--- src/rtl/perceptron_sched_pkg.sv ---
// Shared types and helpers for the perceptron layer scheduler.
// Element width comes from the DATA_WIDTH macro (normally set by width.svh); 8 when not defined.
`ifndef DATA_WIDTH
`define DATA_WIDTH 8
`endif

package perceptron_sched_pkg;

  localparam int unsigned DATA_WIDTH = `DATA_WIDTH;

  typedef logic signed [DATA_WIDTH-1:0] data_t;

  typedef enum logic [2:0] {
    IDLE  = 3'd0,
    FETCH = 3'd1,
    ISSUE = 3'd2,
    WAIT  = 3'd3,
    DONE  = 3'd4
  } state_t;

  // Address width for M neurons, never narrower than one bit.
  function automatic int unsigned addr_width(input int unsigned m);
    return (m > 2) ? $clog2(m) : 1;
  endfunction

endpackage

--- src/rtl/perceptron_layer_scheduler_perf.sv ---
// Saturating activity counters for the layer scheduler (used when PERCEPTRON_SCHED_PERF_EN is defined).
module perceptron_sched_perf (
  input  logic        clk,
  input  logic        rst_n,
  input  logic        busy,
  input  logic        layer_done,
  output logic [31:0] busy_cycles,
  output logic [15:0] layers_done
);

  // Count busy cycles and completed layers, both sticking at all-ones.
  always_ff @(posedge clk or negedge rst_n) begin
    if (!rst_n) begin
      busy_cycles <= '0;
      layers_done <= '0;
    end else begin
      if (busy && (busy_cycles != '1)) busy_cycles <= busy_cycles + 32'(1);
      if (layer_done && (layers_done != '1)) layers_done <= layers_done + 16'(1);
    end
  end

endmodule

--- src/rtl/perceptron_layer_scheduler.sv ---
// Time-multiplexes one Perceptron across the M neurons of a dense layer.
// Optional PERCEPTRON_SCHED_PERF_EN adds busy_cycles / layers_done counter ports.
module perceptron_layer_scheduler
  import perceptron_sched_pkg::*;
#(
  parameter int unsigned N          = 4,
  parameter int unsigned M          = 8,
  parameter int unsigned PE_LATENCY = 1
) (
  input  logic                           clk,
  input  logic                           rst_n,
  input  logic                           in_valid,
  output logic                           in_ready,
  input  data_t [N-1:0]                  in_x,
  output logic                           out_valid,
  input  logic                           out_ready,
  output data_t [M-1:0]                  out_y,
  output logic                           mem_rd_en,
  output logic [addr_width(M)-1:0]       mem_addr,
  input  data_t [N-1:0]                  mem_w,
  input  data_t                          mem_b,
  output data_t [N-1:0]                  pe_x,
  output data_t [N-1:0]                  pe_w,
  output data_t                          pe_b,
  input  data_t                          pe_y
`ifdef PERCEPTRON_SCHED_PERF_EN
  ,
  output logic [31:0]                    busy_cycles,
  output logic [15:0]                    layers_done
`endif
);

  localparam int unsigned AW = addr_width(M);
  localparam int unsigned CW = (PE_LATENCY >= 1) ? $clog2(PE_LATENCY + 1) : 1;

  state_t          state, state_next;
  logic [AW-1:0]   idx;
  logic [CW-1:0]   cnt;
  logic            cnt_last;
  logic            idx_last;
  logic            accept;

  assign cnt_last = (cnt == CW'(PE_LATENCY));
  assign idx_last = (idx == AW'(M - 1));

  // Handshake and memory strobes decode directly from the state register.
  assign in_ready  = (state == IDLE);
  assign out_valid = (state == DONE);
  assign mem_rd_en = (state == FETCH);
  assign mem_addr  = idx;
  assign accept    = in_valid && (state == IDLE);

  // State register.
  always_ff @(posedge clk or negedge rst_n) begin
    if (!rst_n) state <= IDLE;
    else        state <= state_next;
  end

  // Next-state logic: one FETCH/ISSUE/WAIT pass per neuron, then hold results in DONE.
  always_comb begin
    state_next = state;
    case (state)
      IDLE:    if (in_valid) state_next = FETCH;
      FETCH:   state_next = ISSUE;
      ISSUE:   state_next = WAIT;
      WAIT:    if (cnt_last) state_next = idx_last ? DONE : FETCH;
      DONE:    if (out_ready) state_next = IDLE;
      default: state_next = IDLE;
    endcase
  end

  // Datapath: latch activations, stage weights, pace the PE and capture its result.
  always_ff @(posedge clk or negedge rst_n) begin
    if (!rst_n) begin
      idx   <= '0;
      cnt   <= '0;
      pe_x  <= '0;
      pe_w  <= '0;
      pe_b  <= '0;
      out_y <= '0;
    end else begin
      if (accept) begin
        pe_x <= in_x;
        idx  <= '0;
      end
      if (state == ISSUE) begin
        pe_w <= mem_w;
        pe_b <= mem_b;
        cnt  <= '0;
      end
      if (state == WAIT) begin
        cnt <= cnt + CW'(1);
        if (cnt_last) begin
          out_y[idx] <= pe_y;
          if (!idx_last) idx <= idx + AW'(1);
        end
      end
    end
  end

`ifdef PERCEPTRON_SCHED_PERF_EN
  logic busy;
  assign busy = (state == FETCH) || (state == ISSUE) || (state == WAIT);

  perceptron_sched_perf u_perf (
    .clk         (clk),
    .rst_n       (rst_n),
    .busy        (busy),
    .layer_done  (out_valid && out_ready),
    .busy_cycles (busy_cycles),
    .layers_done (layers_done)
  );
`endif

endmodule

--- config.mk ---
export PLATFORM = sky130hd
export DESIGN_NAME = perceptron_layer_scheduler
export DESIGN_NICKNAME = d
export VERILOG_FILES = /design/src/rtl/perceptron_sched_pkg.sv /design/src/rtl/perceptron_layer_scheduler_perf.sv /design/src/rtl/perceptron_layer_scheduler.sv
export SDC_FILE = /design/constraint.sdc
export NUM_CORES = 1
export LEC_CHECK = 0
export ABC_AREA = 1
export BUFFER_PORTS_ARGS = -buffer_cell sky130_fd_sc_hd__buf_2
export CAP_MARGIN = 20
export CORE_MARGIN = 4
export CORE_UTILIZATION = 40
export DETAILED_ROUTE_END_ITERATION = 10
export PLACE_DENSITY = 0.68
export SETUP_SLACK_MARGIN = 0.4
export SLEW_MARGIN = 20
export SYNTH_ARGS = -nofsm -noshare
export SYNTH_HDL_FRONTEND = slang
export SYNTH_SLANG_ARGS = --single-unit
--- constraint.sdc ---
create_clock -name clk -period 1.7 [get_ports clk]
set_clock_uncertainty 0.15 [all_clocks]
set_input_delay 0.255 -clock clk [delete_from_list [all_inputs] [get_ports clk]]
set_output_delay 0.255 -clock clk [all_outputs]
set_load 0.01 [all_outputs]
Word level (Yosys, flattened, before mapping)
Cells that the tools add are included.
Widths: inputs -> output; s select.
{"block": "word_totals", "ff_bits": 143, "input_bits": 84, "out_inout_bits": 142, "wordCells": 52}
{"block": "op_classes", "n_addsub": 2, "magnitude_cmp": 2, "eq_ne": 8, "mux": 14, "n_reduce_logical": 6}
{"cell": "$bwmux 64", "n": 1}
{"cell": "$demux 8 s3", "n": 1}
{"cell": "$mux 3", "n": 8}
{"cell": "$pmux 3 s5", "n": 1}
{"cell": "$mux 8", "n": 1}
{"cell": "$eq 3x2->1 const B", "n": 2}
{"cell": "$eq 3x3->1 const B", "n": 2}
{"cell": "$lt 3x4->1 const B", "n": 1}
{"cell": "$ne 2x2->1 const B", "n": 2}
{"cell": "$add 3x1->3 const B", "n": 1}
{"cell": "$eq 3x1->1 const B", "n": 1}
{"cell": "$ge 3x1->1 const B", "n": 1}
{"cell": "$logic_not 3->1", "n": 1}
{"cell": "$reduce_and 3->1", "n": 1}
{"cell": "$logic_and 1x1->1", "n": 2}
{"cell": "$mux 1", "n": 2}
{"cell": "$ne 2x1->1 const B", "n": 1}
{"cell": "$reduce_and 2->1", "n": 1}
{"cell": "$reduce_bool 2->1", "n": 1}
{"cell": "$add 1x1->1 const B", "n": 1}

Depth between registers and ports, before layout
{"block": "depth", "ltp_word": 6, "depth_mapped": 7, "mapped_depth_nobuf": 7}

Least setup slack after synthesis
OpenSTA, ideal clock, no wires.
{"block": "synth_path", "path_type": "reg-to-reg", "from": "reg idx[2], in the netlist mem_addr[2]", "to": "reg out_y[48] in the netlist's numbering", "setup_ps": 117, "arrival_ps": 1219, "required_time_ps": 1433, "setup_slack_ps": 214, "path_stages_with_launch": 6, "path_buffers": 0, "period_less_slack_ps": 1486, "path_cell_list": "dfrtp_1 -> nand2_1 -> nor2_1 -> nand2_2 -> nand2_1 -> nand2_1"}
{"block": "synth_via", "elab_chain_cells": 5, "word_cells_on_any_way": 6, "cone_classes": "order compare (2); mux (3); reduce/logical (1)"}
{"element": "start, declared", "line": "perceptron_layer_scheduler.sv:37", "source": "logic [AW-1:0] idx;"}
{"element": "start signal, assigned", "line": "perceptron_layer_scheduler.sv:95", "source": "if (!idx_last) idx <= idx + AW'(1);"}
{"element": "$lt 3x4->1 (not written as such) or $ge 3x1->1 (tied branches)", "line": "perceptron_layer_scheduler.sv:94", "source": "out_y[idx] <= pe_y;"}
{"element": "$logic_and 1x1->1 (not written as such)", "line": "perceptron_layer_scheduler.sv:94"}
{"element": "$mux 8 (not written as such)", "line": "perceptron_layer_scheduler.sv:94"}
{"element": "$demux 8 s3 (*)", "line": "perceptron_layer_scheduler.sv:94"}
{"element": "$bwmux 64 (*)", "line": "perceptron_layer_scheduler.sv:94"}
{"element": "end signal, assigned by index", "line": "perceptron_layer_scheduler.sv:94"}
{"element": "end, declared", "line": "perceptron_layer_scheduler.sv:17", "source": "output data_t [M-1:0] out_y,"}
Mark *: on every way between the ends. The rest lies on a longest branch, timed or not.
A chain may end at the register's enable or synchronous reset.

Final worst setup path
{"block": "layout_path", "from": "reg state[0]", "to": "out mem_rd_en"}
{"block": "layout_via", "elab_chain_cells": 1}
{"element": "start, declared", "line": "perceptron_layer_scheduler.sv:36", "source": "state_t state, state_next;"}
{"element": "start signal, assigned", "line": "perceptron_layer_scheduler.sv:56", "source": "else state <= state_next;"}
{"element": "$eq 3x1->1", "line": "perceptron_layer_scheduler.sv:49", "source": "assign mem_rd_en = (state == FETCH);"}
{"element": "end, declared", "line": "perceptron_layer_scheduler.sv:18", "source": "output logic mem_rd_en,"}
Every way passes these cells.

==> impl_metrics.tcl <==
set metrics [dict create \
    syn_avg_cell_area_um2 8.75 \
    max_stage_delay_ps 460 \
    die_x_um 128 \
    required_ps 1290 \
    drv_cap 0 \
    cts_sinks 143 \
    switching_share_pct 37.3 \
    multi_input_area_mm2 0.00265 \
    clock_latency_ps 420 \
    violations "negative setup slack" \
    post-route-period-util_pct 101 \
    vdd_ir_drop_max_mv 1.01 \
    critPathCaptureType "output port" \
    synth_cell_types 21 \
    setup_viol_count_final 1 \
    min_period_ps 1720 \
    final_hold_viol_count 0 \
    placed_cell_area_mm2 0.00724 \
    syn_nets 742 \
    die_y_um 128 \
    htreeDepth 4 \
    vias 6254 \
    rsz0062_at_grt "yes" \
    worst_pin_slew_ps 538 \
    finalMaxSlewViolations 0 \
    antenna_found_initial 0 \
    ios 226 \
    area_growth_pct 87.5 \
    whs_ps 27.1 \
    ys_async_sr_fraction_pct 100 \
    outcome "finished with violations" \
    num_antenna_cells 0 \
    dpl.cell_count 1044 \
    clkTransAtPathRegs_ps 60 \
    power_mw 20.5 \
    fmax_ghz 0.581 \
    grt_pass1_vias 5733 \
    layout_setup_ws_ps -21.3 \
    drt-initial-drc-count 350 \
    synth_edf_count 0 \
    root_buffer "clkbuf_16" \
    finalWeightedCongestion 0.775 \
    yosys_register_bits 143 \
    hold_depth 3 \
    track_usage_pct 22.9 \
    yosysMostFrequentCell "nand2_1" \
    dieArea_mm2 0.0163 \
    clk_path_buf_depth 2 \
    core_mm2 0.0140 \
    power.leakage_nw 5.53 \
    nets 1164 \
    synth_cells 656 \
    grt_pass1_wl_mm 29.6 \
    avgRoutedWirePerCell_um 17.2 \
    synth_flop_cell "dfrtp_1" \
    switchingPower_mw 7.66 \
    port_buffers 225 \
    ant_nets 0 \
    path_cells "inv_4 > nor3_4 > buf_2" \
    synth.area.top_cells "dfrtp_1 62%, nand2_1 20%, nand3_1 5.7%" \
    synth_top_area_share_pct 62.3 \
    yosysSeqAreaShare_pct 62.3 \
    grt-ovfl-total 0 \
    fin_setup_tns_ps -21.3 \
    final_cell_area_mm2 0.0108 \
    rows 43 \
    grt_max_degree 42 \
    final_util_pct 77.0 \
    slowest_stage "dfrtp_2" \
    dp_slack_ps 112 \
    fillers 874 \
    combPwrFrac_pct 49.1 \
    hpwl_mm 11.1 \
    power_frac_seq_pct 30.2 \
    critical_path_class "register to output port" \
    synth_area_leader_cell "dfrtp_1" \
    avgViaCountPerCell 4.92 \
    power_density_mw_per_mm2 1910 \
    start_util_pct 41.0 \
    min_path_type "input port to register" \
    maxSlewHeadroom_pct 64.1 \
    drt-total-wl_mm 21.8 \
    cp-start-kind "register" \
    numCtsBuffers 17 \
    drive_above_1_share_pct 51.9 \
    fin_cells 1271 \
    synthTopCellsByCount "307 x nand2_1, 143 x dfrtp_1, 65 x nand3_1" \
    p_int_mw 12.9 \
    netlist_area_mm2 0.00574 \
    drc_errors 0 \
    drtPass1Iterations 7 \
    worstPathMaxFanout 14 \
    yosys_warnings 0 \
    cts_tree "done" \
    seq_area_mm2 0.00358 \
    power_frac_clock_pct 20.7 \
    ff2ff_path_depth 6 \
    worstPathArrival_ps 1320 \
]
## critical path, delay by kind of cell (launching register included)
family	cells	cell delay (ps)
simple gates	1	150
buf+inv	2	300
flops	1	460
## cell usage in the layout (no fill, tap or decap), types with 2 or more instances in the layout
master	netlist	layout
buf_16	0	5
bufinv_16	0	6
buf_12	0	10
nand2_8	0	8
dfrtp_2	0	5
nor2_4	0	10
nand2_2	5	78
clkbuf_16	0	23
buf_2	11	194
nor3_4	1	3
clkinv_2	0	3
nor2_1	12	2
nand3_1	65	55
nor2_2	2	2
nand2_1	307	196
inv_1	45	43
o21ai_4	0	2
clkinv_4	0	3
nand3_2	0	9
inv_2	1	2
o21ai_1	5	12
buf_6	2	44
o21ai_2	0	20
buf_4	3	100
nand2_4	0	30
nand3b_1	3	3
dfrtp_1	143	138
dlygate4sd3_1	0	74
## power by group through the flow
stage / clock network, mW / registers [mW] / logic (mW)
floorplan: 0 / 6.65 / 2.52
global placement: 0 / 6.02 / 5.62
detailed placement: 0 / 6.00 / 5.76
CTS: 4.25 / 6.11 / 6.99
global route: 4.44 / 6.34 / 10.8
finish: 4.24 / 6.20 / 10.1
## worst paths after layout
check	endpoint	from	slack, ps
worst max-delay path	mem_rd_en	state[0]$_DFFE_PN0P_	-20
worst min-delay path	out_y[10]$_DFFE_PN0P_	pe_y[2]	30
worst max register to register	pe_x[17]$_DFFE_PN0P_	state[1]$_DFFE_PN0P_	10
worst min register to register	pe_w[24]$_DFFE_PN0P_	pe_w[24]$_DFFE_PN0P_	320
max in group asynchronous	pe_w[2]$_DFFE_PN0P_	rst_n	650
min in group asynchronous	out_y[14]$_DFFE_PN0P_	rst_n	180
## flip-flops by register name (all words and copies together) (netlist names)
name      flops
cnt           1
mem_addr      3
out_y        64
pe_b          8
pe_w         32
pe_x         32
state         3
## repair_timing
action                                  in CTS  in global routing
endpoints found under the setup margin     284                285
gates cloned                                 4                  8
hold endpoints to repair                   215                  0
gates resized for setup                    117                147
pin swaps                                   41                 60
hold buffers                                74                  0
setup buffers                               19                 90
## area by class of cell
cell class / instances / area share [%]
Tap cell: 180 / 2.09
Timing Repair Buffer: 434 / 32.1
Clock inverter: 14 / 2.21
Inverter: 46 / 1.63
Sequential cell: 143 / 33.3
Clock buffer: 18 / 3.99
Multi-Input combinational cell: 436 / 24.6
## cells by family after synthesis
family / share of synthesized area (%)
AO/OA/AOI/OAI: 3.05
flip-flops: 62.3
buffers and inverters: 5.73
AND/OR/NAND/NOR: 28.4
adder cells (fa/ha/maj): 0.436
## per-layer routing
metal,vias to the layer above,wire [um],global-route usage (%)
met4,0,583,7.62
met1,3014,8440,28.8
met2,300,11200,37.9
li1,2888,-,-
met3,52,1580,6.83
met5,-,0,0
Power figures use the tool's default switching activity.
